==> config.mk <==
export PLATFORM = sky130hd
export DESIGN_NAME = button_gesture_decoder
export DESIGN_NICKNAME = d
export VERILOG_FILES = /design/src/rtl/button_gesture_decoder.sv
export SDC_FILE = /design/constraint.sdc
export NUM_CORES = 1
export LEC_CHECK = 0
export ABC_AREA = 1
export BUFFER_PORTS_ARGS = -buffer_cell sky130_fd_sc_hd__buf_2
export CAP_MARGIN = 10
export CORE_MARGIN = 5
export CORE_UTILIZATION = 37
export DETAILED_ROUTE_END_ITERATION = 7
export GPL_ROUTABILITY_DRIVEN = 0
export PLACE_DENSITY = 0.64
export SYNTH_ARGS = -nofsm -noshare
export SYNTH_HDL_FRONTEND = slang
export SYNTH_SLANG_ARGS = --single-unit
==> constraint.sdc <==
create_clock -name clk -period 1.65 [get_ports clk]
set_input_delay 0.495 -clock clk [delete_from_list [all_inputs] [get_ports clk]]
set_output_delay 0.495 -clock clk [all_outputs]
set_load 0.1 [all_outputs]
==> src/rtl/button_gesture_decoder.sv <==
`default_nettype none
// ============================================================================
// Module   : button_gesture_decoder
// Purpose  : Classifies debounced press/release pulses as short, double or
//            long presses and reports each as a one-cycle registered pulse.
// Revision : 1.0
// ============================================================================
module button_gesture_decoder #(
  parameter int LONG_CYCLES = 16,
  parameter int GAP_CYCLES  = 8,
  parameter int CNT_W       = 8
) (
  input  logic clk,
  input  logic rst,
  input  logic btn_down,
  input  logic btn_up,
  output logic short_press,
  output logic double_press,
  output logic long_press,
  output logic long_active,
  output logic busy
);

  typedef enum logic [2:0] {
    S_IDLE      = 3'd0,
    S_PRESSED1  = 3'd1,
    S_LONG_HELD = 3'd2,
    S_WAIT_GAP  = 3'd3,
    S_PRESSED2  = 3'd4
  } state_t;

  localparam logic [CNT_W-1:0] c_LONG_LAST = CNT_W'(LONG_CYCLES - 1);
  localparam logic [CNT_W-1:0] c_GAP_LAST  = CNT_W'(GAP_CYCLES - 1);
  localparam logic [CNT_W-1:0] c_CNT_ONE   = CNT_W'(1);

  state_t           r_state;
  state_t           w_state_nxt;
  logic [CNT_W-1:0] r_cnt;
  logic [CNT_W-1:0] w_cnt_nxt;

  logic w_down;
  logic w_up;
  logic w_short;
  logic w_double;
  logic w_long;
  logic w_long_active;
  logic w_busy;

  logic r_short;
  logic r_double;
  logic r_long;
  logic r_long_active;
  logic r_busy;

  always_comb begin
    // A simultaneous press and release carries no usable ordering; drop both.
    w_down        = btn_down & ~btn_up;
    w_up          = btn_up & ~btn_down;
    w_state_nxt   = r_state;
    w_cnt_nxt     = r_cnt;
    w_short       = 1'b0;
    w_double      = 1'b0;
    w_long        = 1'b0;
    w_long_active = 1'b0;
    w_busy        = 1'b0;

    case (r_state)
      S_IDLE: begin
        w_cnt_nxt = '0;
        if (w_down) begin
          w_state_nxt = S_PRESSED1;
        end
      end
      S_PRESSED1: begin
        if (w_up) begin
          w_state_nxt = S_WAIT_GAP;
        end else if (r_cnt == c_LONG_LAST) begin
          w_state_nxt = S_LONG_HELD;
          w_long      = 1'b1;
        end else begin
          w_cnt_nxt = r_cnt + c_CNT_ONE;
        end
      end
      S_LONG_HELD: begin
        if (w_up) begin
          w_state_nxt = S_IDLE;
        end
      end
      S_WAIT_GAP: begin
        if (w_down) begin
          w_state_nxt = S_PRESSED2;
        end else if (r_cnt == c_GAP_LAST) begin
          w_state_nxt = S_IDLE;
          w_short     = 1'b1;
        end else begin
          w_cnt_nxt = r_cnt + c_CNT_ONE;
        end
      end
      S_PRESSED2: begin
        if (w_up) begin
          w_state_nxt = S_IDLE;
          w_double    = 1'b1;
        end
      end
      default: begin
        w_state_nxt = S_IDLE;
      end
    endcase

    if (w_state_nxt != r_state) begin
      w_cnt_nxt = '0;
    end

    // Level outputs follow the state being entered so they align with it.
    w_long_active = (w_state_nxt == S_LONG_HELD);
    w_busy        = (w_state_nxt != S_IDLE);
  end

  always_ff @(posedge clk) begin
    if (rst) begin
      r_state       <= S_IDLE;
      r_cnt         <= '0;
      r_short       <= 1'b0;
      r_double      <= 1'b0;
      r_long        <= 1'b0;
      r_long_active <= 1'b0;
      r_busy        <= 1'b0;
    end else begin
      r_state       <= w_state_nxt;
      r_cnt         <= w_cnt_nxt;
      r_short       <= w_short;
      r_double      <= w_double;
      r_long        <= w_long;
      r_long_active <= w_long_active;
      r_busy        <= w_busy;
    end
  end

  assign short_press  = r_short;
  assign double_press = r_double;
  assign long_press   = r_long;
  assign long_active  = r_long_active;
  assign busy         = r_busy;

endmodule
`default_nettype wire
# Word-level counts from Yosys, hierarchy flattened
# Index checks and enable logic that the tools add are counted.
[totals] register_bits=16 latchBits=0 ram_bits=0 rom_bits=0 input_bits=4 out_inout_bits=5 wordCells=51 n_memories=0
[classes] n_addsub=1 n_mul=0 div_mod_pow=0 order_cmp=0 n_eq_ne=12 shifts=0 mux=15 bitwise_logic=7 n_reduce_logical=9
[ops] operator="$mux 8" n=4
[ops] operator="$pmux 8 s3" n=1
[ops] operator="$mux 3" n=6
[ops] operator="$pmux 3 s4" n=1
[ops] operator="$eq 3x2->1 const B" n=3
[ops] operator="$add 8x1->8 const B" n=1
[ops] operator="$eq 8x3->1 const B" n=1
[ops] operator="$eq 8x4->1 const B" n=1
[ops] operator="$ne 2x2->1 const B" n=4
[ops] operator="$reduce_bool 3->1" n=2
[ops] operator="$reduce_or 2->1" n=3
[ops] operator="$reduce_or 3->1" n=2
[ops] operator="$not 1->1" n=5
[ops] operator="$reduce_and 5->1" n=1
[ops] operator="$eq 3x1->1 const B" n=1
[ops] operator="$eq 3x3->1 const B" n=1
[ops] operator="$logic_not 3->1" n=1
[ops] operator="$mux 1" n=3
[ops] operator="$ne 3x3->1" n=1
[ops] operator="$and 1x1->1" n=2

# Depth between registers and ports, before layout
# Gate-level depths: netlist of run 1.
[logic_depth] ltp_word=6 depth_mapped=12 ltp_nobuf=12

# Worst setup path before layout of run 1
# Ideal clock, no wire load.
[synth_path] path_type="reg-to-reg" from="register r_cnt[0]" to="register r_cnt[6]" arrival_ps=1456 required_time_ps=1535 slack_ps=79 path_stages_with_launch=13 path_cell_list="dfxtp_1 ha_1 nand2_2 inv_1 nand2_1 nor2_1 o21ai_2 nand3_2 buf_6 nand2_1 inv_1 nor2_1 nor2_1"
[synth_via] elab_chain_len=6 word_cells_on_any_way=18
[synth_rtl] element="start: declaration" line="38" text="logic [CNT_W-1:0] r_cnt;"
[synth_rtl] element="start signal: assignment" line="130" text="r_cnt <= w_cnt_nxt;"
[synth_rtl] element="branches (longest 6 deep; another with $add 8x1->8)"
# Several ways; the timed one is not identified. The select of a mux whose other input is x is not followed.
# A chain may end at the register's enable or synchronous reset.

# Worst setup path in the final report of run 1
[layout_path] from="register r_cnt[1]" to="register r_cnt[4]"
# Same word-level chain as after synthesis.

==> results.md, run 1 <==
- Status: complete, no violations
- Fin. Hold Viols: 0
- Data required time of the worst path: 1840 ps
- Antenna violation net count after detailed routing: 0
- Yosys cell types: 22
- Final Skew: 5.74 ps
- Routed WL: 2170 µm
- Initial core utilization: 0.384
- Width of the die: 60.7 µm
- Seq cells post-synth: 16
- Wirelength per Cell: 10.7 µm
- Placed Area: 1080 µm²
- Initial DRC count: 28
- Final Net Count: 179
- Design Area, Final: 1190 µm²
- Pre-CTS setup slack: -61.0 ps
- Rows: 18
- Peak VDD IR: 0.489 mV
- Switch Pwr: 0.208 mW
- GRT Resource Usage Total: 0.119
- CTS tree: yes
- Insertion delay of the later-clocked pin in the worst-skew pair: 290 ps
- Combinational share of power: 0.147
- Worst setup margin: 110 ps
- Synthesized area: 951 µm²
- Max Fclk: 650 MHz
- Crit path kind: flip-flop to flip-flop
- # diodes: 0
- Clock Sinks: 16
- DRC: 0
- Leak: 0.630 nW
- Largest area contributor in the netlist: dfxtp_1
- Clock root cell: clkbuf_4
- Switching Share: 0.270
- I/O pin count: 9
- Htree depth: 1
- Sequential share of the synthesized area: 0.337
- Syn_area_per_cell: 6.30 µm²
- Synth-to-layout area growth: 25.5%
- Core box area: 2480 µm²
- Critical path peak fanout: 6
- RSZ-0062 raised after global routing: yes
- Hold Crit Class: primary input to flip-flop
- Inserted Clock Buffers: 3
- Share of the synthesized area in the top cell type: 0.337
- DP HPWL: 1580 µm
- Multi-input gate area: 554 µm²
- Via count: 987
- Syn Nets: 156
- Slew Viols, Final: 0
- Seq pwr share: 0.521
- Yosys warns: 0
- Vias in the first global route: 889
- Critical path arrival: 1730 ps
- Clk network pwr share: 0.332
- Syn Inst Count: 151
- Pwr/cell area: 646 nW/µm²
- Final worst-path cycle share: 0.933
- Grt ovf: 0
- Max_cap viols: 0
- Largest net degree at the start of global routing: 13
- Hold Buf Count CTS: 0
- Most common cell after layout, fill and taps aside: nand2_1
- Slew @ Worst Pin: 490 ps
- Area contributors post-synth: dfxtp_1 (34%), nand2_1 (13%), inv_1 (11%)
- Share of layout cells above drive strength 1: 0.306
- Endpoint class of the critical path: flip-flop
- Pint: 0.562 mW
- Worst Setup Start Kind: flip-flop
- Vias per cell: 4.86
- WHS: 458 ps
- Fill cells: 263
- Clock tree buffer depth: 2
- Die height: 60.7 µm
- Slew Limit Headroom: 0.675
- Port Buffer Count: 8
- First-pass iteration count of the detailed router: 4
- First-pass GRT wire length: 3370 µm
- CTS clk-pin slew, worst paths: 90 ps
- Most frequent cells in the layout: nand2_1 (33), inv_1 (26), nor2_1 (20), dfxtp_1 (11)
- Initial antenna violation count: 0
- Register area: 327 µm²
- Die area: 3680 µm²
- Setup violators final: 0
- Post-route minimum period: 1540 ps
## power by group through the flow
stage	clock [mW]	sequential, mW	combinational (mW)
floorplan	0	0.432	0.0555
global placement	0	0.408	0.104
detailed placement	0	0.408	0.105
CTS	0.264	0.400	0.108
global route	0.285	0.403	0.125
finish	0.256	0.401	0.113
## layout make-up
type	instances	area share
inverters	32	0.101
well taps	30	0.0314
repair buffers	18	0.0996
multi-input cells	103	0.464
clock buffers	4	0.0304
flip-flops and latches	16	0.274
## state kept, by name (all words and copies together) (netlist names)
| register | flops |
|---|---|
| double_press | 1 |
| short_press | 1 |
| r_cnt | 8 |
| long_active | 1 |
| long_press | 1 |
| busy | 1 |
| r_state | 3 |
## final timing paths
kind | startpoint | end | slack (ps) | cells past startpoint
min | rst | r_state[2] | 460 | 2
min reg2reg | r_state[2] | double_press | 530 | 2
max | r_cnt[1] | r_cnt[4] | 110 | 11
max reg2reg | r_cnt[1] | r_cnt[4] | 110 | 11
## Yosys cell counts, drive strengths merged
master and n:
nand2 38, nand3 11, inv 32, a21oi 1, nand4 9, ha 1, nor3 5, nor4 2
o21ai 4, dfxtp 16, nor2 26, buf 1, o21bai 1, xnor2 1, nand3b 2, or2 1
## metrics by stage
stage / TNS [ps] / total power [mW] / cells / utilization
2_1_floorplan: 0 / 0.487 / 151 / -
3_3_place_gp: -2.07 / 0.512 / 197 / 0.438
3_5_place_dp: -372 / 0.514 / 197 / 0.438
4_1_cts: 0 / 0.771 / 202 / 0.459
5_1_grt: -194 / 0.813 / 203 / 0.482
6_report: 0 / 0.771 / 203 / 0.482
## worst max-delay path, cell delays in order, from the launching register on
cell and delay (ps):
dfxtp_2 350, ha_4 170, nand2_4 70, nor2_1 40, nand3_1 140, nand2_1 90, o21ai_2 120, nand3_2 210
nand2_1 110, nand2_1 50, inv_1 40, nor2_1 30
## kinds of logic (layout without fill, tap and decap cells)
| family | Yosys count | in the layout | share of synthesized area |
|---|---|---|---|
| xor gates and xnor gates | 1 | 1 | 0.00921 |
| and+or+nand+nor | 94 | 95 | 0.461 |
| DFF | 16 | 16 | 0.337 |
| AOI/OAI and AO/OA | 6 | 6 | 0.0421 |
| adders and majority gates | 1 | 1 | 0.0132 |
| buffers and inverters | 33 | 54 | 0.138 |
## repair_timing
| item | in CTS | in global routing |
|---|---|---|
| resized for setup | 2 | 17 |
| gates cloned | 0 | 1 |
| buffers inserted | 1 | 0 |
| setup endpoints to repair | 3 | 9 |
| pin swaps | 1 | 5 |
## layer usage
metal | wire, µm | vias to the layer above | global-route usage
met4 | 27 | 0 | 0.0650
li1 | - | 517 | -
met1 | 1010 | 443 | 0.139
met2 | 1050 | 23 | 0.205
met3 | 83 | 4 | 0.0213
met5 | 0 | - | 0
No activity file was read; power rests on OpenSTA's default activity.
==> run 2: changes to the inputs <==
--- a/config.mk
+++ b/config.mk
@@ -5,11 +5,12 @@
 export SDC_FILE = /design/constraint.sdc
 export NUM_CORES = 1
 export LEC_CHECK = 0
-export ABC_AREA = 1
-export BUFFER_PORTS_ARGS = -buffer_cell sky130_fd_sc_hd__buf_2
+export ABC_AREA = 0
+export BUFFER_PORTS_ARGS = -buffer_cell sky130_fd_sc_hd__buf_4
 export CAP_MARGIN = 10
 export CORE_MARGIN = 5
 export CORE_UTILIZATION = 37
+export CTS_BUF_LIST = sky130_fd_sc_hd__clkbuf_2
 export DETAILED_ROUTE_END_ITERATION = 7
 export GPL_ROUTABILITY_DRIVEN = 0
 export PLACE_DENSITY = 0.64
==> run 2 against run 1 <==
Compared with the run above: the flow now finishes with violations (setup timing); worst setup slack lost 130 ps; combinational power about the same; final cell count shrank 9.4%; sequential power down 1%; synthesized cell count fell by 24%; cell area rose by 17%; hold slack got worse by 57 ps; synthesized area decreased by 0.66%; core utilization up 8.9 points.
==> results.md, run 2 <==
- Via count: 1,063 (was 987)
- Routed WL: 2600 µm (was 2170 µm)
- Final Skew: 2.89 ps (was 5.74 ps)
- Hold Crit Class: primary input to flip-flop (unchanged)
- Most common cell after layout, fill and taps aside: buf_4 (was nand2_1)
- Fill cells: 217 (was 263)
- Synth cell count leaders: dfxtp_1 (16), a21oi_1 (9), o21ai_0 (8) (was nand2_1 (34), inv_1 (28), nor2_1 (23), dfxtp_1 (16))
- GRT Resource Usage Total: 0.150 (was 0.119)
- Vias per cell: 5.78 (was 4.86)
- Max_cap viols: 0 (unchanged)
- Endpoint class of the critical path: flip-flop (unchanged)
- Post-route minimum period: 1670 ps (was 1540 ps)
- Data required time of the worst path: 1860 ps (was 1840 ps)
- Initial core utilization: 0.385 (was 0.384)
- Top reg by flops: r_cnt (unchanged)
- Die height: 60.5 µm (was 60.7 µm)
- Leak: 0.564 nW (was 0.630 nW)
- Hold Buf Count CTS: 0 (unchanged)
- DRC: 0 (unchanged)
- Setup violators final: 6 (was 0)
- I/O pin count: 9 (unchanged)
- Max reg flops: 8 (unchanged)
- Slew @ Worst Pin: 429 ps (was 490 ps)
- Antenna violation net count after detailed routing: 0 (unchanged)
- Die area: 3660 µm² (was 3680 µm²)
- Largest net degree at the start of global routing: 14 (was 13)
- Multi-input gate area: 673 µm² (was 554 µm²)
- Fin cells: 184 (was 203)
- Wirelength per Cell: 14.1 µm (was 10.7 µm)
- CP peak stage delay: 360 ps (was 350 ps)
- Critical path arrival: 1880 ps (was 1730 ps)
- Final Net Count: 160 (was 179)
- First-pass iteration count of the detailed router: 4 (unchanged)
- Status: complete, but fails checks (was complete, no violations)
- Slew Limit Headroom: 0.714 (was 0.675)
- Fin. Hold Viols: 0 (unchanged)
- CTS tree: yes (unchanged)
- Most used cell, CP: buf_4 (was nand2_1)
- Clock root cell: clkbuf_2 (was clkbuf_4)
- Top-count cell post-synth: dfxtp_1 (was nand2_1)
- Slew Viols, Final: 0 (unchanged)
- Insertion delay of the later-clocked pin in the worst-skew pair: 300 ps (was 290 ps)
- WHS Path Cells: 2 (unchanged)
- CTS clk-pin slew, worst paths: 160 ps (was 90 ps)
- Htree depth: 1 (unchanged)
- Rows: 18 (unchanged)
- Most frequent cells in the layout: buf_4 (38), dfxtp_1 (9), dfxtp_2 (7) (was nand2_1 (33), inv_1 (26), nor2_1 (20), dfxtp_1 (11))
- Share of the synthesized area in the top cell type: 0.339 (was 0.337)
- Overall Power: 0.691 mW (was 0.771 mW)
- Port Buffer Count: 8 (unchanged)
- Synthesized area: 945 µm² (was 951 µm²)
- Width of the die: 60.5 µm (was 60.7 µm)
- Hold Startpoint: rst (unchanged)
- Area contributors post-synth: dfxtp_1 (34%), a21oi_1 (4.8%), o21ai_0 (4.2%) (was dfxtp_1 (34%), nand2_1 (13%), inv_1 (11%))
- Worst path buffer plus inverter count: 3 (was 1)
- Core box area: 2450 µm² (was 2480 µm²)
- Peak VDD IR: 0.376 mV (was 0.489 mV)
- Seq cells post-synth: 16 (unchanged)
- Initial DRC count: 44 (was 28)
- RSZ-0062 raised after global routing: yes (unchanged)
- Vias in the first global route: 1,010 (was 889)
- CP max stage cell: dfxtp_2 (unchanged)
- DP HPWL: 1740 µm (was 1580 µm)
- Top_reg_cell synth: dfxtp_1 (unchanged)
- Worst Reg-to-Reg Cells: 8 (was 11)
- Syn Inst Count: 115 (was 151)
- Number of synthesized flops with an enable pin: 0 (unchanged)
- Register area: 329 µm² (was 327 µm²)
- Inserted Clock Buffers: 3 (unchanged)
- Clock tree buffer depth: 2 (unchanged)
- Async SR Flop Fraction: 0 (unchanged)
- Max Fclk: 600 MHz (was 650 MHz)
- Yosys warns: 0 (unchanged)
- First-pass GRT wire length: 4220 µm (was 3370 µm)
- Share of layout cells above drive strength 1: 0.468 (was 0.306)
- Initial antenna violation count: 0 (unchanged)
- Worst setup margin: -15.6 ps (was 110 ps)
- Violated checks: setup timing
- CP delay by family, top: buffers and inverters (was simple AND/OR/NAND/NOR gates)
- # diodes: 0 (unchanged)
- Syn Nets: 120 (was 156)
- Grt ovf: 0 (unchanged)
- Synth-to-layout area growth: 48.2% (was 25.5%)
- Worst Setup Start Kind: flip-flop (unchanged)
- Sequential share of the synthesized area: 0.339 (was 0.337)
- Critical path peak fanout: 6 (unchanged)
- R2R setup slack: -20 ps (was 110 ps)
- Yosys cell types: 37 (was 22)
- Syn_area_per_cell: 8.21 µm² (was 6.30 µm²)
- Worst-path cell chain: nor4b_2 > buf_4 > and2_4 > buf_6 > a41oi_2 > o211ai_1 > buf_4 > a21oi_2 (was ha_4 > nand2_4 > nor2_1 > nand3_1 > nand2_1 > o21ai_2 > nand3_2 > nand2_1 > nand2_1 > inv_1 > nor2_1)
- Largest registers: r_cnt x8, r_state x3 (unchanged)
- Pwr/cell area: 493 nW/µm² (was 646 nW/µm²)
- Crit path kind: flip-flop to flip-flop (unchanged)
- Final worst-path cycle share: 1.01 (was 0.933)
- Worst Hold End: short_press (was r_state[2])
- Largest area contributor in the netlist: dfxtp_1 (unchanged)
- Reg2reg start: r_cnt[5] (was r_cnt[1])
- Placed Instances: 175 (was 197)
- Clock Sinks: 16 (unchanged)
- Reg2reg end: r_cnt[7] (was r_cnt[4])
==> run 2: cell count changes in the layout (fill, tap and decap cells not counted), sizes merged, moves of 6 or more <==
cell / previous run / this run
inv: 32 / 6
or3: 0 / 6
nand2: 38 / 5
buf: 18 / 41
a21oi: 1 / 9
nand4: 9 / 3
nand3: 12 / 6
nor2: 26 / 3
==> run 2: worst max-delay path by stage <==
stage	startpoint	to	slack, ps	depth (start not counted)
6_report	r_cnt[5]	r_cnt[7]	-20	8
5_1_grt	r_state[1]	r_cnt[6]	-100	6
4_1_cts	r_state[1]	busy	5	6
3_5_place_dp	btn_down	r_cnt[2]	-300	6
3_3_place_gp	btn_down	r_cnt[5]	-260	6
2_1_floorplan	r_cnt[0]	r_cnt[6]	-10	7
==> run 2: cell families (layout without fill, tap and decap cells) <==
family / count (synthesis) / in the layout / synth area share
and+or+nand+nor: 50 / 50 / 0.318
AOI/OAI and AO/OA: 34 / 34 / 0.254
DFF: 16 / 16 / 0.339
buffers and inverters: 12 / 51 / 0.0543
muxes: 2 / 2 / 0.0212
adders and majority gates: 1 / 1 / 0.0132
==> run 2: final cells by class <==
type | count | area share
clock inverters | 1 | 0.00268
clock buffers | 3 | 0.0107
repair buffers | 41 | 0.228
flip-flops and latches | 16 | 0.235
multi-input cells | 87 | 0.481
inverters | 6 | 0.0161
well taps | 30 | 0.0268
==> run 2: through the flow <==
| step | hold slack (ps) | instance area [µm²] | setup TNS [ps] | worst slack (ps) | utilization |
|---|---|---|---|---|---|
| 2_1_floorplan | 464 | 947 | -15.3 | -10.7 | - |
| 3_3_place_gp | 494 | 1220 | -2140 | -262 | 0.498 |
| 3_5_place_dp | 506 | 1220 | -2390 | -301 | 0.498 |
| 4_1_cts | 388 | 1300 | 0 | 4.69 | 0.529 |
| 5_1_grt | 378 | 1400 | -630 | -101 | 0.570 |
| 6_report | 402 | 1400 | -81.8 | -15.6 | 0.570 |
==> run 2: layer usage <==
layer | GRT usage | share of wire
met1 | 0.178 | 0.42
met2 | 0.259 | 0.50
met3 | 0.0170 | 0.058
met4 | 0.0898 | 0.023
met5 | 0 | 0
==> run 2: what timing repair did <==
item,4_1_cts,5_1_grt
pin swaps,6,7
cloned,1,0
setup endpoints to repair,9,12
setup buffers,3,2
resized for setup,9,24
==> run 2: report_power, final <==
part / internal, mW / leakage (nW) / switching [mW] / total (mW)
clock: 0.0526 / 0.0140 / 0.132 / 0.185
sequential: 0.392 / 0.133 / 0.00425 / 0.396
combinational: 0.0496 / 0.418 / 0.0606 / 0.110
total: 0.494 / 0.564 / 0.197 / 0.691
